$ cat src/rtl/uart_rx.sv
// uart_rx: 8N1 asynchronous serial receiver, LSB first.
// BAUD_DIV is the number of clk cycles per bit (even, >= 8).
// Data is sampled mid-bit. The byte is presented on rx_data and qualified by rdy.
// The consumer acknowledges each byte with clr_rdy.
// Optional build macro UART_RX_FRAME_ERR_EN enables two checks:
// false-start rejection and the stop-bit framing error flag (frm_err).
// Without the macro, frm_err is tied low.
module uart_rx #(
    parameter int unsigned BAUD_DIV = 5208
) (
    input  logic       clk,
    input  logic       rst_n,
    input  logic       RX,
    input  logic       clr_rdy,
    output logic [7:0] rx_data,
    output logic       rdy,
    output logic       frm_err
);

    localparam int unsigned CNT_W = $clog2(BAUD_DIV);
    localparam logic [CNT_W-1:0] HALF_LOAD = CNT_W'(BAUD_DIV / 2 - 1);
    localparam logic [CNT_W-1:0] FULL_LOAD = CNT_W'(BAUD_DIV - 1);
    localparam logic [3:0]       LAST_CNT  = 4'd10;

    typedef enum logic {
        IDLE,
        RECEIVING
    } state_t;

    state_t           state;
    logic             rx_meta;
    logic             rx_sync;
    logic             rx_prev;
    logic             start_edge;
    logic [3:0]       bit_cnt;
    logic [CNT_W-1:0] baud_cnt;
    logic [8:0]       shift_reg;

    // Two-flop synchronizer for the asynchronous RX pin, plus an edge-history flop.
    always_ff @(posedge clk or negedge rst_n) begin
        if (!rst_n) begin
            rx_meta <= 1'b1;
            rx_sync <= 1'b1;
            rx_prev <= 1'b1;
        end else begin
            rx_meta <= RX;
            rx_sync <= rx_meta;
            rx_prev <= rx_sync;
        end
    end

    assign start_edge = rx_prev & ~rx_sync;
    assign rx_data    = shift_reg[7:0];

`ifdef UART_RX_FRAME_ERR_EN
    logic frm_err_q;

    assign frm_err = frm_err_q;

    // Receive FSM with framing checks: counters, shift register, rdy and frm_err.
    // clr_rdy is applied first, so a frame completing in the same cycle still sets rdy.
    always_ff @(posedge clk or negedge rst_n) begin
        if (!rst_n) begin
            state     <= IDLE;
            bit_cnt   <= '0;
            baud_cnt  <= '0;
            shift_reg <= '0;
            rdy       <= 1'b0;
            frm_err_q <= 1'b0;
        end else begin
            if (clr_rdy) begin
                rdy       <= 1'b0;
                frm_err_q <= 1'b0;
            end
            case (state)
                IDLE: begin
                    if (start_edge) begin
                        state     <= RECEIVING;
                        bit_cnt   <= '0;
                        baud_cnt  <= HALF_LOAD;
                        rdy       <= 1'b0;
                        frm_err_q <= 1'b0;
                    end
                end
                RECEIVING: begin
                    if (bit_cnt == LAST_CNT) begin
                        state     <= IDLE;
                        rdy       <= 1'b1;
                        frm_err_q <= ~shift_reg[8];
                    end else if (baud_cnt == '0) begin
                        if ((bit_cnt == '0) && rx_sync) begin
                            // The start bit read high at mid-bit, so the edge was a glitch.
                            state   <= IDLE;
                            bit_cnt <= '0;
                        end else begin
                            shift_reg <= {rx_sync, shift_reg[8:1]};
                            bit_cnt   <= bit_cnt + 4'd1;
                            baud_cnt  <= FULL_LOAD;
                        end
                    end else begin
                        baud_cnt <= baud_cnt - 1'b1;
                    end
                end
                default: state <= IDLE;
            endcase
        end
    end
`else
    assign frm_err = 1'b0;

    // Receive FSM: counters, shift register and the rdy flag.
    // clr_rdy is applied first, so a frame completing in the same cycle still sets rdy.
    always_ff @(posedge clk or negedge rst_n) begin
        if (!rst_n) begin
            state     <= IDLE;
            bit_cnt   <= '0;
            baud_cnt  <= '0;
            shift_reg <= '0;
            rdy       <= 1'b0;
        end else begin
            if (clr_rdy) begin
                rdy <= 1'b0;
            end
            case (state)
                IDLE: begin
                    if (start_edge) begin
                        state    <= RECEIVING;
                        bit_cnt  <= '0;
                        baud_cnt <= HALF_LOAD;
                        rdy      <= 1'b0;
                    end
                end
                RECEIVING: begin
                    if (bit_cnt == LAST_CNT) begin
                        state <= IDLE;
                        rdy   <= 1'b1;
                    end else if (baud_cnt == '0) begin
                        shift_reg <= {rx_sync, shift_reg[8:1]};
                        bit_cnt   <= bit_cnt + 4'd1;
                        baud_cnt  <= FULL_LOAD;
                    end else begin
                        baud_cnt <= baud_cnt - 1'b1;
                    end
                end
                default: state <= IDLE;
            endcase
        end
    end
`endif

endmodule

$ cat config.mk
export PLATFORM = sky130hd
export DESIGN_NAME = uart_rx
export DESIGN_NICKNAME = d
export VERILOG_FILES = /design/src/rtl/uart_rx.sv
export SDC_FILE = /design/constraint.sdc
export NUM_CORES = 1
export LEC_CHECK = 0
export BUFFER_PORTS_ARGS = -buffer_cell sky130_fd_sc_hd__clkbuf_2
export CORE_MARGIN = 4
export CORE_UTILIZATION = 45
export CTS_CLUSTER_DIAMETER = 60
export CTS_CLUSTER_SIZE = 24
export DETAILED_ROUTE_END_ITERATION = 6
export PLACE_DENSITY = 0.65
export SYNTH_ARGS = -nofsm -noshare
export SYNTH_HDL_FRONTEND = slang
export SYNTH_SLANG_ARGS = --single-unit
export TNS_END_PERCENT = 100
$ cat constraint.sdc
create_clock -name clk -period 3.5 [get_ports clk]
set_input_delay 0.175 -clock clk [delete_from_list [all_inputs] [get_ports clk]]
set_output_delay 0.175 -clock clk [all_outputs]
set_load 0.05 [all_outputs]
## Word level (Yosys, flattened, before mapping)

Index checks and enable logic that the tools add are counted.

| storage, ports and cells | value |
|---|---|
| bits in registers | 31 |
| input bits | 4 |
| output and inout bits | 10 |
| logic and storage cells | 37 |

| cells by class | value |
|---|---|
| add/subtract/negate cells | 2 |
| equal/unequal tests | 4 |
| multiplexer cells | 15 |
| bitwise logic cells | 4 |
| reductions and logical operators | 4 |

Operators by type and width:

| cell | count |
|---|---|
| 13-bit two-way mux | 3 |
| 13-bit case mux with 2 select lines | 1 |
| 13-bit zero test | 1 |
| 13-bit by 1-bit subtractor with 13-bit output (second input constant) | 1 |
| 4-bit two-way mux | 3 |
| 4-bit case mux with 2 select lines | 1 |
| 3-bit AND reduction | 2 |
| 1-bit two-way mux | 5 |
| 4-bit by 1-bit adder with 4-bit output (second input constant) | 1 |
| 4-bit equality test (second input constant) | 1 |
| 2-bit inequality test (second input constant) | 2 |
| 1-bit case mux with 2 select lines | 2 |
| 1-bit NOT | 3 |
| 2-bit by 1-bit inequality test with 1-bit output (second input constant) | 1 |
| 2-bit AND reduction | 1 |
| 1-bit AND | 1 |

## Longest topological paths before layout

Gate-level depths: netlist of run 1.

| logic depth | value |
|---|---|
| depth after elaboration | 4 |
| depth in mapped cells | 8 |
| gate-level depth less buffers | 8 |

## Worst setup path after synthesis of run 1

No wires, ideal clock.

| path | value |
|---|---|
| kind | reg-to-reg |
| start | register baud_cnt[0] |
| end | register shift_reg[7] |
| library setup time | 0.125 ns |
| data arrival time | 1.855 ns |
| required time | 3.375 ns |
| slack | 1.520 ns |
| stages on the path, launching flop included | 8 |
| path buffers | 1 |
| clock period less this slack | 1.980 ns |
| path through | dfrtp_1 > inv_1 > ha_1 > nor3b_1 > nand3b_1 > nor2_2 > buf_6 > mux2_2 |

| between the ends | value |
|---|---|
| word-level cells in the longest chain between the ends | 2 |

RTL lines:

| element | line | source |
|---|---|---|
| from (decl) | 36 | `logic [CNT_W-1:0] baud_cnt;` |
| from (signal assigned) | 142 | `baud_cnt <= baud_cnt - 1'b1;` |
| 13-bit zero test | 137 | `end else if (baud_cnt == '0) begin` |
| 3-bit AND reduction (no source line) | -- |  |
| to (signal assigned) | 138 | `shift_reg <= {rx_sync, shift_reg[8:1]};` |
| to (decl) | 37 | `logic [8:0] shift_reg;` |

Every way passes these cells.
A chain may end at the register's enable or synchronous reset.

## Worst setup path after layout of run 1

| path | value |
|---|---|
| start | register baud_cnt[0] |
| end | register shift_reg[5] |

The elaborated chain is that of the path after synthesis.

==> reports/qor.csv, run 1 <==
stage;metric;value;unit
min_path;Hold EP;rdy;
setup_path;CP arrival;2.67;ns
setup_path;worst reg2reg path depth;6;
grt;first-pass GRT wire length;5.35;mm
place;Post-DP HPWL;2.11;mm
min_path;Hold Path Class;in -> reg;
clock_network;CTS Sinks;31;
sta;Final Hold Fails;0;
synth;Synth Register Bits;31;
grt;vias in the first global route;1179;
sta;clock skew;0.0113;ns
synth;Yosys cell types;45;
synth;sequential fraction of the synthesis area;49.5;%
grt;initial antenna violation count;0;
setup_path;end of the worst register-to-register path;shift_reg[5];
sta;Sum Neg Setup Slack;0;ns
finish;fillers;326;
sta;Worst-Margin Slew;0.804;ns
synth;top cells by area, synth;dfrtp_1 45%, mux2_2 6.4%, dfstp_2 5.0%, buf_4 4.3%, ha_1 3.2%;
status;status;finished clean;
power_and_ir_drop;PwrDens;594;mW/mm^2
power_and_ir_drop;Psw;0.330;mW
routing;Vias;1159;
die;num ports;14;
clock_network;total CTS buffers;5;
setup_path;flop-to-flop setup slack;1.04;ns
routing;vias per cell;5.85;
clock_network;cells resized by post-CTS repair;0;
routing;WL per Instance;15.1;um
clock_network;Clk Latency, worst-skew pair;0.33;ns
clock_network;TritonCTS clock tree;yes;
routing;Post-DRT Antenna Nets;0;
synth;Ys Warns;0;
grt;global route overflow;0;
place;GPL Wtd Cong;0.818;
place;port buffer count;12;
sta;Setup-failing EPs final;0;
power_and_ir_drop;clock share of power;28.5;%
min_path;HP Start;clr_rdy;
routing;1st-iter DRT viols;107;
power_and_ir_drop;Comb pwr share;22.0;%
clock_network;Setup Fix Bufs, Post-CTS;0;
finish;Nets;159;
power_and_ir_drop;Flop pwr share;49.5;%
grt;GRT Resource Usage Total;15.6;%
clock_network;Max Buffers Root-to-Sink;2;
die;Die Span Y;67.1;um
sta;RSZ-0062 raised after global routing;false;
setup_path;Worst R2R Start;baud_cnt[0];
sta;Period Utilization, post-route;70.3;%
min_path;Hold Crit Depth;2;
finish;synthesis-to-finish area growth;8.27;%
sta;Rel. slew slack;46.4;%
sta;Max Clock Freq;406;MHz
power_and_ir_drop;cell internal pwr;0.682;mW
synth;Post-Syn Instances;142;
die;site row count;21;
power_and_ir_drop;Pleak;0.763;nW
setup_path;critical path class;reg -> reg;
run;MaxCap Viol Count;0;
finish;commonest non-fill, non-tap cells in the layout;28 x dfrtp_1, 12 x clkbuf_2, 9 x mux2_2;
die;core box area;0.00336;mm^2
sta;max-slew violations;0;
finish;ANT cells;0;
finish;most common cell after layout, fill and taps aside;dfrtp_1;
die;Initial Utilization;46.8;%
clock_network;Clock Pin Slew Worst Setup and Hold Paths;0.09;ns
routing;DRC Markers;0;
synth;area leader, netlist;dfrtp_1;
finish;proportion of layout cells with a drive suffix above 1;27.0;%
synth;Post-Syn Nets;150;
setup_path;Crit. End Element;register;
sta;Period minus WS final;2.46;ns
clock_network;clk root buf;clkbuf_4;
die;DIE WIDTH;67.1;um
synth;Synth top area share;44.5;%
setup_path;Worst Path Required;3.71;ns
grt;largest net degree at the start of global routing;32;
setup_path;kind of start point of the critical path;register;
finish;number of flip-flops in the largest register;13;
routing;Initial DRT Pass Iterations;4;
setup_path;worst-path fanout max;18;
synth;Syn Std Cell Area;0.00157;mm^2
clock_network;H-tree lvl count;2;
power_and_ir_drop;switching share of power;32.6;%
die;total die area;0.00451;mm^2
synth;Mean Syn Cell Area;11.1;um^2
clock_network;Hold Buf Count CTS;2;
finish;Core Util, Final;50.7;%
routing;overall routed net length;3.00;mm
power_and_ir_drop;worst vdd ir;0.000261;V
[cell usage after synthesis, drive strengths merged]
cell type / number
a211o: 1
a211oi: 1
a21oi: 5
a221o: 3
a22oi: 1
a311oi: 2
and2: 1
and3: 1
and4b: 1
buf: 11
clkbuf: 1
conb: 1
dfrtp: 28
dfstp: 3
ha: 4
inv: 8
mux2: 9
mux2i: 2
nand2: 6
nand3: 8
nand3b: 2
nand4: 1
nor2: 9
nor2b: 1
nor3: 3
nor3b: 2
nor4: 6
o21ai: 5
o22ai: 1
o311a: 1
o311ai: 1
o31ai: 2
o32ai: 1
or2b: 1
or3: 3
or4: 5
or4b: 1
[power by group through the flow]
| stage | Sequential [mW] | Clock (mW) | Combinational, mW |
|---|---|---|---|
| global placement | 0.499 | 0 | 0.209 |
| floorplan | 0.471 | 0 | 0.196 |
| CTS | 0.499 | 0.296 | 0.223 |
| global route | 0.510 | 0.309 | 0.249 |
| finish | 0.501 | 0.289 | 0.223 |
| detailed placement | 0.505 | 0 | 0.220 |
[final cells by class]
cell class | instances | area [um^2] | area share [%]
repair buffers | 14 | 80.1 | 4.70
flip-flops and latches | 31 | 779 | 45.7
well taps | 46 | 57.6 | 3.38
clock buffers | 6 | 51.3 | 3.01
multi-input cells | 91 | 671 | 39.4
inverters | 8 | 30.0 | 1.76
clock inverters | 2 | 35.0 | 2.06
[per-stage QoR]
stage	power, mW	setup WS, ns	hold slack (ns)	cells	area [um^2]
6_report	1.01	1.04	0.0595	198	1700
5_1_grt	1.07	0.695	0.0694	198	1700
4_1_cts	1.02	1.03	0.0416	198	1700
3_5_place_dp	0.726	1.06	0.265	188	1600
3_3_place_gp	0.709	1.13	0.266	188	1600
2_1_floorplan	0.667	1.52	-0.121	142	1570
[worst max path at each step]
stage	from	end	slack [ns]	depth (start not counted)
after floorplan	baud_cnt[0]	shift_reg[7]	1.52	7
final	baud_cnt[0]	shift_reg[5]	1.04	6
after detailed placement	baud_cnt[0]	shift_reg[0]	1.06	6
after CTS	baud_cnt[0]	shift_reg[5]	1.03	6
after global routing	baud_cnt[0]	shift_reg[5]	0.69	6
after global placement	baud_cnt[0]	shift_reg[8]	1.13	6
[worst max-delay path, cell delays in order, from the launching register on]
cell      delay [ns]
dfrtp_1         0.43
inv_1           0.10
ha_1            0.15
nor3b_1         0.32
nand3b_1        0.25
nor2_2          0.68
mux2_2          0.41
[logic make-up after synthesis]
group,Yosys count,share of synthesized area [%]
AND/OR/NAND/NOR,51,20.7
flip-flops,31,49.5
AO/OA/AOI/OAI,24,10.8
buffers and inverters,20,7.87
multiplexers,11,7.71
adder cells (fa/ha/maj),4,3.18
other,1,0.238
[metal layers]
| layer | up-vias | GRT usage (%) | routed length, um |
|---|---|---|---|
| met1 | 586 | 20.8 | 1380 |
| met5 | - | 0 | 0 |
| met2 | 31 | 23.9 | 1450 |
| met3 | 2 | 3.49 | 157 |
| met4 | 0 | 7.34 | 10 |
| li1 | 540 | - | - |
Note: power is estimated with default switching activity, not from simulation.
==> run 2: changes to the inputs <==
==> constraint.sdc (replaced) <==
create_clock -name clk -period 2.3 [get_ports clk]
set_input_delay 0.115 -clock clk [delete_from_list [all_inputs] [get_ports clk]]
set_output_delay 0.115 -clock clk [all_outputs]
set_load 0.05 [all_outputs]
==> reports/qor.csv, run 2 (synthesis results as in run 1) <==
stage;metric;value;unit;change
status;status;finished clean;;
setup_path;delay-heaviest family, CP;simple AND/OR/NAND/NOR gates;;
grt;global route overflow;0;;unchanged
finish;commonest non-fill, non-tap cells in the layout;28 x dfrtp_1, 12 x clkbuf_2, 9 x mux2_2;;
power_and_ir_drop;cell internal pwr;1.04;mW;+53%
clock_network;H-tree lvl count;2;;unchanged
setup_path;critical path class;reg -> reg;;
sta;clock skew;0.00940;ns;-0.00193 ns
finish;register area;779;um^2;unchanged
place;pre-CTS setup slack;0.249;ns;-0.814 ns
sta;Rel. slew slack;50.1;%;+3.8 points
setup_path;CP arrival;2.34;ns;-0.33 ns
place;Post-DP HPWL;2.10;mm;-0.36%
routing;Initial DRT Pass Iterations;4;;unchanged
sta;Sum Neg Setup Slack;0;ns;unchanged
finish;proportion of layout cells with a drive suffix above 1;29.1;%;+2.1 points
setup_path;kind of start point of the critical path;register;;
sta;Period minus WS final;2.12;ns;-0.346 ns
sta;Period Utilization, post-route;92.0;%;+22 points
sta;Setup-failing EPs final;0;;unchanged
routing;1st-iter DRT viols;71;;-34%
setup_path;critical path's largest stage delay;0.43;ns;-0.25 ns
finish;fillers;319;;-2.1%
clock_network;Max Buffers Root-to-Sink;2;;unchanged
power_and_ir_drop;total power;1.55;mW;+53%
clock_network;Clk Latency, worst-skew pair;0.34;ns;about the same
clock_network;CTS Sinks;31;;unchanged
setup_path;worst-path fanout max;14;;-4
clock_network;Setup Fix Bufs, Post-CTS;0;;unchanged
sta;Max Clock Freq;473;MHz;+16%
grt;vias in the first global route;1158;;-1.8%
routing;Post-DRT Antenna Nets;0;;unchanged
power_and_ir_drop;switching share of power;32.7;%;about the same
sta;Worst-Margin Slew;0.748;ns;-0.0554 ns
min_path;Hold Path Class;in -> async;;
sta;RSZ-0062 raised after global routing;false;;
sta;max-slew violations;0;;unchanged
routing;DRC Markers;0;;unchanged
run;MaxCap Viol Count;0;;unchanged
die;Initial Utilization;46.8;%;unchanged
finish;number of flip-flops in the largest register;13;;unchanged
die;total die area;0.00451;mm^2;unchanged
setup_path;end of the worst register-to-register path;shift_reg[8];;
clock_network;Hold Buf Count CTS;3;;+1
die;DIE WIDTH;67.1;um;unchanged
grt;initial antenna violation count;0;;unchanged
place;port buffer count;12;;unchanged
grt;first-pass GRT wire length;5.22;mm;-2.3%
power_and_ir_drop;Comb pwr share;22.1;%;about the same
clock_network;Clock Pin Slew Worst Setup and Hold Paths;0.10;ns;about the same
finish;ANT cells;0;;unchanged
setup_path;flop-to-flop setup slack;0.18;ns;-0.85 ns
sta;Final Hold Fails;0;;unchanged
setup_path;Worst R2R Start;baud_cnt[0];;
die;core box area;0.00336;mm^2;unchanged
clock_network;TritonCTS clock tree;yes;;
finish;area of the multi-input gates;671;um^2;unchanged
sta;Setup WS post-layout;0.184;ns;-0.854 ns
die;Die Span Y;67.1;um;unchanged
setup_path;worst path bufs/invs;2;;+1
finish;Nets;165;;+3.8%
power_and_ir_drop;clock share of power;29.0;%;+0.5 points
finish;Core Util, Final;52.1;%;+1.4 points
finish;synthesis-to-finish area growth;11.3;%;
routing;Vias;1158;;-0.086%
sta;hold_ws;0.363;ns;+0.303 ns
grt;GRT Resource Usage Total;15.8;%;+0.24 points
die;num ports;14;;unchanged
power_and_ir_drop;Flop pwr share;48.9;%;-0.6 points
clock_network;total CTS buffers;5;;unchanged
grt;largest net degree at the start of global routing;32;;unchanged
place;GPL Wtd Cong;0.860;;+5.2%
power_and_ir_drop;Pleak;0.792;nW;+3.8%
finish;most common cell after layout, fill and taps aside;dfrtp_1;;
setup_path;worst reg2reg path depth;7;;+1
clock_network;clk root buf;clkbuf_4;;
power_and_ir_drop;PwrDens;884;mW/mm^2;+49%
setup_path;CP max stage cell;dfrtp_1;;
setup_path;Worst Path Required;2.53;ns;-1.18 ns
power_and_ir_drop;Psw;0.505;mW;+53%
setup_path;cell breakdown of the critical path;inv_1 -> ha_1 -> nor3b_1 -> nand3b_1 -> nor2_2 -> buf_4 -> mux2_2;;
clock_network;cells resized by post-CTS repair;0;;unchanged
power_and_ir_drop;worst vdd ir;0.000308;V;+18%
routing;overall routed net length;2.92;mm;-2.4%
routing;vias per cell;5.68;;-3.0%
die;site row count;21;;unchanged
setup_path;Crit. End Element;register;;
routing;WL per Instance;14.3;um;-5.3%
## run 2: metrics by stage
step / area [um^2] / instances
global route: 1750 / 204
floorplan: 1570 / 142
finish: 1750 / 204
detailed placement: 1640 / 193
CTS: 1750 / 204
global placement: 1640 / 193
## run 2: worst max-delay path by stage
| stage | end | depth (start not counted) | slack [ns] | from |
|---|---|---|---|---|
| detailed placement | shift_reg[0] | 7 | 0.25 | baud_cnt[0] |
| global placement | shift_reg[8] | 7 | 0.26 | baud_cnt[0] |
| floorplan | shift_reg[7] | 7 | 0.32 | baud_cnt[0] |
| global route | shift_reg[8] | 7 | 0.04 | baud_cnt[0] |
| finish | shift_reg[8] | 7 | 0.18 | baud_cnt[0] |
| CTS | shift_reg[8] | 7 | 0.23 | baud_cnt[0] |
## run 2: power groups by stage
stage	registers [mW]	logic, mW	clock network [mW]
6_report	0.757	0.341	0.450
5_1_grt	0.772	0.383	0.491
4_1_cts	0.753	0.342	0.465
3_5_place_dp	0.763	0.337	0
3_3_place_gp	0.755	0.332	0
2_1_floorplan	0.717	0.298	0
## run 2: cell type report
cell class | instances | share of cell area [%]
sequential | 31 | 44.5
clock inverter | 2 | 2.00
multi-input combinational | 91 | 38.3
clock buffer | 6 | 2.93
inverter | 8 | 1.71
timing repair buffer | 20 | 7.29
tap | 46 | 3.29
## run 2: layer usage
metal	GRT usage [%]	up-vias	wire (um)
li1	-	549	-
met1	20.3	568	1330
met3	4.49	7	148
met4	10.6	0	75
met5	0	-	0
met2	23.1	34	1370
